## config.mk

```make
export PLATFORM = sky130hd
export DESIGN_NAME = bitwise_logic_pipe
export DESIGN_NICKNAME = d
export VERILOG_FILES = /design/src/rtl/bitwise_logic_pipe.sv
export SDC_FILE = /design/constraint.sdc
export NUM_CORES = 1
export LEC_CHECK = 0
export ABC_AREA = 1
export BUFFER_PORTS_ARGS = -buffer_cell sky130_fd_sc_hd__buf_2
export CORE_AREA = 2 2 123 89
export DETAILED_ROUTE_END_ITERATION = 10
export DIE_AREA = 0 0 125 91
export GPL_TIMING_DRIVEN = 0
export PLACE_DENSITY = 0.62
export SLEW_MARGIN = 10
export SYNTH_ARGS = -nofsm -noshare
export SYNTH_HDL_FRONTEND = slang
export SYNTH_SLANG_ARGS = --single-unit
```

## constraint.sdc

```tcl
create_clock -name clk -period 3 [get_ports clk]
set_input_delay 0 -clock clk [delete_from_list [all_inputs] [get_ports clk]]
set_output_delay 0 -clock clk [all_outputs]
set_load 0.01 [all_outputs]
```

## src/rtl/bitwise_logic_pipe.sv

```systemverilog
// bitwise_logic_pipe
//   Two-stage pipelined bitwise logic unit with valid/ready handshaking on
//   both sides, an accumulator for chained operations and a saturating
//   count of consumed result beats.
//
// Parameters
//   WIDTH     operand/result width
//   CNT_W     width of the beat counter
//
// Ports
//   clk        rising-edge clock
//   rst        synchronous active-high reset
//   in_valid   producer offers a beat
//   in_ready   unit accepts a beat this cycle (combinational from out_ready)
//   a, b       operands
//   op         000 AND, 001 OR, 010 XOR, 011 NAND, 100 NOR, 101 XNOR,
//              110 NOT a, 111 PASS a
//   mode       00/11 plain, 01 chain start, 10 chain continue (b <- acc)
//   out_valid  result beat present
//   out_ready  consumer takes the result this cycle
//   y          registered result
//   y_zero     y == 0
//   y_parity   XOR-reduction of y
//   beat_cnt   saturating count of consumed result beats

module bitwise_logic_pipe #(
  parameter int WIDTH = 8,
  parameter int CNT_W = 16
) (
  input  logic             clk,
  input  logic             rst,
  input  logic             in_valid,
  output logic             in_ready,
  input  logic [WIDTH-1:0] a,
  input  logic [WIDTH-1:0] b,
  input  logic [2:0]       op,
  input  logic [1:0]       mode,
  output logic             out_valid,
  input  logic             out_ready,
  output logic [WIDTH-1:0] y,
  output logic             y_zero,
  output logic             y_parity,
  output logic [CNT_W-1:0] beat_cnt
);

  localparam logic [CNT_W-1:0] CNT_MAX = '1;

  logic             s1_valid;
  logic [WIDTH-1:0] s1_a;
  logic [WIDTH-1:0] s1_b;
  logic [2:0]       s1_op;
  logic [1:0]       s1_mode;
  logic             s2_valid;
  logic [WIDTH-1:0] acc;
  logic [WIDTH-1:0] b_eff;
  logic [WIDTH-1:0] result;
  logic             s2_free;
  logic             accept;
  logic             transfer;

  // S2 can take a new beat when empty or when its current beat leaves now.
  // S1 then always frees up whenever it is occupied, so in_ready reduces to
  // !s1_valid || !s2_valid || out_ready.
  assign s2_free   = !s2_valid || out_ready;
  assign in_ready  = !s1_valid || s2_free;
  assign accept    = in_valid && in_ready;
  assign transfer  = s1_valid && s2_free;
  assign out_valid = s2_valid;

  // Chain-continue beats take the running accumulator in place of b.
  assign b_eff = (s1_mode == 2'b10) ? acc : s1_b;

  // The logic function itself, evaluated on the S1 contents.
  always_comb begin
    result = s1_a;
    case (s1_op)
      3'b000: result = s1_a & b_eff;
      3'b001: result = s1_a | b_eff;
      3'b010: result = s1_a ^ b_eff;
      3'b011: result = ~(s1_a & b_eff);
      3'b100: result = ~(s1_a | b_eff);
      3'b101: result = ~(s1_a ^ b_eff);
      3'b110: result = ~s1_a;
      3'b111: result = s1_a;
    endcase
  end

  // Stage 1 captures the raw beat. A simultaneous accept and transfer just
  // overwrites the outgoing contents.
  always_ff @(posedge clk) begin
    if (rst) begin
      s1_valid <= 1'b0;
      s1_a     <= '0;
      s1_b     <= '0;
      s1_op    <= '0;
      s1_mode  <= '0;
    end else if (accept) begin
      s1_valid <= 1'b1;
      s1_a     <= a;
      s1_b     <= b;
      s1_op    <= op;
      s1_mode  <= mode;
    end else if (transfer) begin
      s1_valid <= 1'b0;
    end
  end

  // Stage 2 holds the result and its flags; they stay frozen while stalled.
  always_ff @(posedge clk) begin
    if (rst) begin
      s2_valid <= 1'b0;
      y        <= '0;
      y_zero   <= 1'b0;
      y_parity <= 1'b0;
    end else if (transfer) begin
      s2_valid <= 1'b1;
      y        <= result;
      y_zero   <= (result == '0);
      y_parity <= ^result;
    end else if (out_ready) begin
      s2_valid <= 1'b0;
    end
  end

  // The accumulator moves in the same edge as the transfer, so the next
  // chain beat sitting in S1 sees it without a bubble.
  always_ff @(posedge clk) begin
    if (rst) begin
      acc <= '0;
    end else if (transfer && (s1_mode == 2'b01 || s1_mode == 2'b10)) begin
      acc <= result;
    end
  end

  // Saturating count of beats handed to the consumer.
  always_ff @(posedge clk) begin
    if (rst) begin
      beat_cnt <= '0;
    end else if (s2_valid && out_ready && beat_cnt != CNT_MAX) begin
      beat_cnt <= beat_cnt + CNT_W'(1);
    end
  end

endmodule

```

After elaboration in Yosys (flattened, before gate mapping)
Cells that the tools add are included.
{"block": "word_totals", "in_bits": 25, "latch_bits": 0, "romBits": 0, "mem_bits_rw": 0, "output_inout_bits": 28, "n_memories": 0, "wordCells": 50, "register_bits": 57}
{"block": "op_classes", "n_reduce_logical": 15, "n_eq_ne": 10, "shifts": 0, "magnitude_cmp": 0, "div_mod_pow": 0, "n_mux": 6, "n_bitwise": 7, "add_sub_neg": 1, "mul": 0}
{"cell": "$pmux 8 s8", "count": 1}
{"cell": "$not 8->8", "count": 4}
{"cell": "$add 16x1->16 const B", "count": 1}
{"cell": "$ne 16x16->1 const B", "count": 1}
{"cell": "$eq 3x3->1 const B", "count": 4}
{"cell": "$and 8x8->8", "count": 1}
{"cell": "$logic_not 8->1", "count": 1}
{"cell": "$mux 8", "count": 1}
{"cell": "$or 8x8->8", "count": 1}
{"cell": "$reduce_xor 8->1", "count": 1}
{"cell": "$xor 8x8->8", "count": 1}
{"cell": "$eq 3x2->1 const B", "count": 2}
{"cell": "$logic_and 1x1->1", "count": 5}
{"cell": "$mux 1", "count": 4}
{"cell": "$reduce_bool 2->1", "count": 2}
{"cell": "$eq 3x1->1 const B", "count": 1}
{"cell": "$logic_not 3->1", "count": 1}
{"cell": "$logic_or 1x1->1", "count": 3}
{"cell": "$eq 2x1->1 const B", "count": 1}
{"cell": "$eq 2x2->1 const B", "count": 1}
{"cell": "$logic_not 1->1", "count": 2}

Logic depth before layout (Yosys ltp)
{"block": "depth", "depth_word": 6, "depth_mapped": 18, "depth_no_buf": 17}

Worst setup path before layout
No wires, ideal clock.
{"block": "synth_path", "path_kind": "register to register", "start": "register s1_mode[0]", "end": "register y_parity", "path_buffers": 1, "arrival_time_ns": 2.413, "slack_ns": 0.471, "required_ns": 2.885, "period_less_slack_ns": 2.529, "setup_time_ns": 0.115, "path_stages_with_launch": 16, "cell_sequence": "dfxtp_1 inv_1 ha_1 clkbuf_1 nand2_1 o21ai_0 inv_1 ha_1 o21ai_0 nor2_1 and3_1 ha_1 xor2_1 xnor2_1 o21ai_0 inv_1"}
{"block": "synth_between", "elab_chain_len": 6, "elab_cells_between_ends": 10, "cone_classes": "eq/ne: 1; mux: 2; bitwise: 6; reduce/logical: 1"}
{"element": "from (decl)", "line": "52", "source": "logic [1:0] s1_mode;"}
{"element": "from (signal assigned)", "line": "102", "source": "s1_mode <= mode;"}
{"element": "$eq 2x2->1 (*)", "line": "71", "source": "assign b_eff = (s1_mode == 2'b10) ? acc : s1_b;"}
{"element": "$mux 8 (*)", "line": "71"}
{"element": "$xor 8x8->8, or another cell as far along", "line": "79, 82"}
{"element": "$not 8->8, on equally long branches", "line": "82, 80, 81"}
{"element": "$pmux 8 s8 (*)", "line": "76", "source": "case (s1_op)"}
{"element": "$reduce_xor 8->1 (*)", "line": "119", "source": "y_parity <= ^result;"}
{"element": "to (signal assigned)", "line": "119"}
{"element": "to (decl)", "line": "42", "source": "output logic y_parity,"}
Mark *: on every way between the ends. The rest lies on a longest branch, timed or not.
A chain may end at the register's enable or synchronous reset.

Worst setup path in the final report
Same ends and word-level chain as after synthesis.

==> reports/results.txt <==
The clock passes through at most 2 buffers. The tools report the overall routing resource usage as 0.1837. Traced cell by cell, the critical path runs through inv_1, ha_4, buf_4, nand2_1, o21ai_1, inv_1, ha_1, nand2_1, nand2_1, nor2_1, and3_1, ha_1, xnor2_1, xnor2_1, o21ai_0, inv_1.

STA classifies the critical path endpoint as a register. The maximum frequency from static timing analysis came out at 363.4 MHz. For the number of iterations in the first detailed-routing pass, the log shows 6.

For this design, the sink count on the clock tree is 57. The flow ran to the end, but the final reports show violations. After synthesis, the most frequently instantiated cells are 119 x sky130_fd_sc_hd__nand2_1, 75 x sky130_fd_sc_hd__inv_1, 64 x sky130_fd_sc_hd__nor2_1. The number of hold violations in the final report is 1.

Setup repair after global routing left no endpoint under its margin. The fraction of final layout cells sized beyond drive strength 1 is 0.1515, and the fraction of synthesized cell area taken by the top area cell type is 0.3281. The mean instance size in the synthesized netlist was 6.638 sq um. The worst-path cell with the longest stage delay is sky130_fd_sc_hd__dfxtp_1. After legalization and detailed placement, the total HPWL measured 7496 um. The number of nets in the synthesized netlist is 571. The flip-flop cell with the highest count after synthesis was sky130_fd_sc_hd__dfxtp_1. For the iteration-0 DRC count of the detailed router, the log shows 194. For the worst setup path, the data arrival time is 2.97 ns. Setup slack on the critical path of the routed design comes to 0.2479 ns. The synthesized flop and latch total came out at 57. The floorplan step defined a die boundary enclosing 0.01138 sq mm. The via count of the first global-routing pass was 3441. After floorplanning, the core was sized to cover 0.01016 sq mm. For this block, the via count after detailed routing is 3633. sky130_fd_sc_hd__dfxtp_1 takes more of the synthesized area than any other cell.

The smallest clock period supported by the final layout is computed as 2.752 ns. The detail route stage leaves a number of antenna-violating nets equal to 0. The logs give 0.5449 for the relative max-transition margin and 0 for the number of max-slew violations in the final report. For the pin with the worst max-slew slack, the measured transition is 0.6826 ns. The clock edge transition at the registers on the reported setup and hold paths works out to 0.05 ns.

The run gives 1038 as the count of filler cells inserted in the layout. In this run, CTS created clock tree buffers numbering 9. At the end of the flow, the number of nets in the layout was 656.

The worst setup path is launched from a register. TritonCTS built the clock tree. Sum of routed wire length over all layers: 10280 um. The initial antenna violation count was 0. The class of the tightest hold or removal check was in -> reg. The final weighted congestion of routability-driven global placement is 0.9190. The fraction of registers with async set/reset was 0; the power per standard cell area was 509.5 mW/mm^2.

At the later pin of the worst-skew pair, clock insertion delay measures 0.33 ns. The first global-routing pass estimated 16570 um of wire. Synthesis produced a netlist whose cell count is 524. During placement, the flow inserted port buffers numbering 52.

The average routed wire per standard cell was 13.79 um. The run gives 0.4370 as the final core utilization. The class of the most critical setup path is reg -> reg. The largest single stage delay on the critical path is 0.30 ns.

The number of standard-cell rows in the floorplan was 31; the starting utilization of the core area was 0.3423. The cell area that synthesis handed to floorplanning was 0.003478 sq mm. At the worst endpoint, the required time is 3.22 ns. The logs give 0.3281 for the post-synthesis sequential area ratio and 0 for the max-cap violation count. During I/O placement, the number of pins put on the boundary was 53. The number of distinct library cells after synthesis is 30, and the area overhead of the layout relative to synthesis is 27.66%. Setup total negative slack on the finished layout was measured at 0 ns. By instance count, the leading cell after synthesis is sky130_fd_sc_hd__nand2_1.

Clock tree synthesis selected as its root buffer the cell sky130_fd_sc_hd__clkbuf_16. Setup violations remaining at the end of the flow were counted as 0. Measured along the y axis, the die boundary spans 91 um. Across the routed clock network, the largest skew measured is 0.008286 ns.

Counting flops with a built-in enable in the synthesized netlist gives 0. Dividing the detail-routed via count by the number of cells gives 4.870. The DRC violation count after routing is 0.

The final critical-path share of the clock period came out at 0.9174. Yosys attributes the largest share of cell area to sky130_fd_sc_hd__dfxtp_1 33%, sky130_fd_sc_hd__nand2_1 13%, sky130_fd_sc_hd__inv_1 8.1%. The final reports fail on negative hold slack. The H-tree generated during clock tree synthesis spans 3 levels. Entering global routing, the biggest net connects 12 pins.

Yosys printed 0 warnings. OpenSTA, run right after detailed placement, puts the worst setup slack at -0.05979 ns. Global routing finished with a remaining overflow of 0. Along the worst path, the maximum fanout reaches 10.

The repair_antennas step left the layout with diodes totalling 0. VDD sags by at most 0.2684 mV. The logs give -0.008763 ns for the worst-case hold slack and 0.002071 uW for the static leakage. The width of the chip came out at 125 um.
==> critical path, delay by kind of cell, from the launching register on <==
family	cells	cell delay, ns
adder cells (fa/ha/maj)	3	0.73
AND/OR/NAND/NOR	5	0.58
AO/OA/AOI/OAI	2	0.33
buffers and inverters	4	0.41
XOR/XNOR	2	0.29
flip-flops	1	0.30
==> through the flow <==
stage | power [uW] | hold WS, ns | cells | area [sq um]
3_5_place_dp | 1219 | 0.2898 | 708 | 3904
6_report | 2262 | -0.008763 | 746 | 4441
2_1_floorplan | 1101 | 0.1675 | 524 | 3478
5_1_grt | 2376 | 0.05311 | 746 | 4441
4_1_cts | 2271 | 0.005186 | 746 | 4422
3_3_place_gp | 1210 | 0.2802 | 708 | 3904
==> worst paths after layout <==
kind / slack [ns] / end / startpoint / cells past startpoint
setup / recovery: 0.25 / y_parity / s1_mode[0] / 16
hold / removal: -0.009 / s1_a[7] / a[7] / 3
setup reg to reg: 0.25 / y_parity / s1_mode[0] / 16
hold reg to reg: 0.47 / s1_b[1] / s1_b[1] / 2
==> cell usage in the layout (no fill, tap or decap), drive strengths merged <==
cell	count
xnor2	6
and3	8
ha	22
clkbuf	16
dlygate4sd3	22
nor2	70
buf	65
nand3b	2
dfxtp	57
nand2	121
o21a	7
nand3	16
clkinvlp	2
nor3	2
nand4	33
bufinv	1
a21oi	36
o21ai	44
and2	1
inv	76
clkinv	4
xor2	3
==> report_power, final <==
group / switching (uW) / internal (uW)
clock network: 382 / 645
logic: 242 / 168
registers: 27.9 / 798
==> cells by family (layout without fill, tap and decap cells) <==
group	after synthesis	count (layout)	synth area share
AOI/OAI and AO/OA	87	87	0.1356
xor gates and xnor gates	9	9	0.02266
adders and majority gates	22	22	0.07914
buffers and inverters	96	186	0.1112
DFF	57	57	0.3281
and+or+nand+nor	253	253	0.3234
==> area by class of cell <==
class | count | area, sq um | share of cell area
Sequential cell | 57 | 1141 | 0.2570
Clock buffer | 10 | 229.0 | 0.05156
Inverter | 77 | 289.0 | 0.06509
Multi-Input combinational cell | 371 | 1967 | 0.4429
Timing Repair Buffer | 74 | 480.5 | 0.1082
Tap cell | 132 | 165.2 | 0.03719
Buffer | 19 | 101.3 | 0.02282
Clock inverter | 6 | 67.56 | 0.01522
==> layer usage <==
layer / routed length, um / vias to the layer above / global-route usage
met5: 0 / - / 0
met4: 138 / 0 / 0.08333
met3: 750 / 13 / 0.04891
met2: 4305 / 103 / 0.2749
met1: 5089 / 1653 / 0.2474
li1: - / 1864 / -
==> flip-flops by register name, summed over array words and instances (netlist names) <==
| signal | count |
|---|---|
| out_valid | 1 |
| y_zero | 1 |
| s1_op | 3 |
| y | 8 |
| s1_mode | 2 |
| y_parity | 1 |
| s1_valid | 1 |
| acc | 8 |
| s1_a | 8 |
| beat_cnt | 16 |
| s1_b | 8 |
==> repair_timing <==
| item | 4_1_cts | 5_1_grt |
|---|---|---|
| gates resized for setup | 2 | 9 |
| hold endpoints to repair | 21 | 0 |
| pin swaps | 0 | 0 |
| setup endpoints to repair | 1 | 1 |
| hold buffers | 22 | 0 |
| buffers inserted | 0 | 0 |
Note: power is estimated with default switching activity, not from simulation.
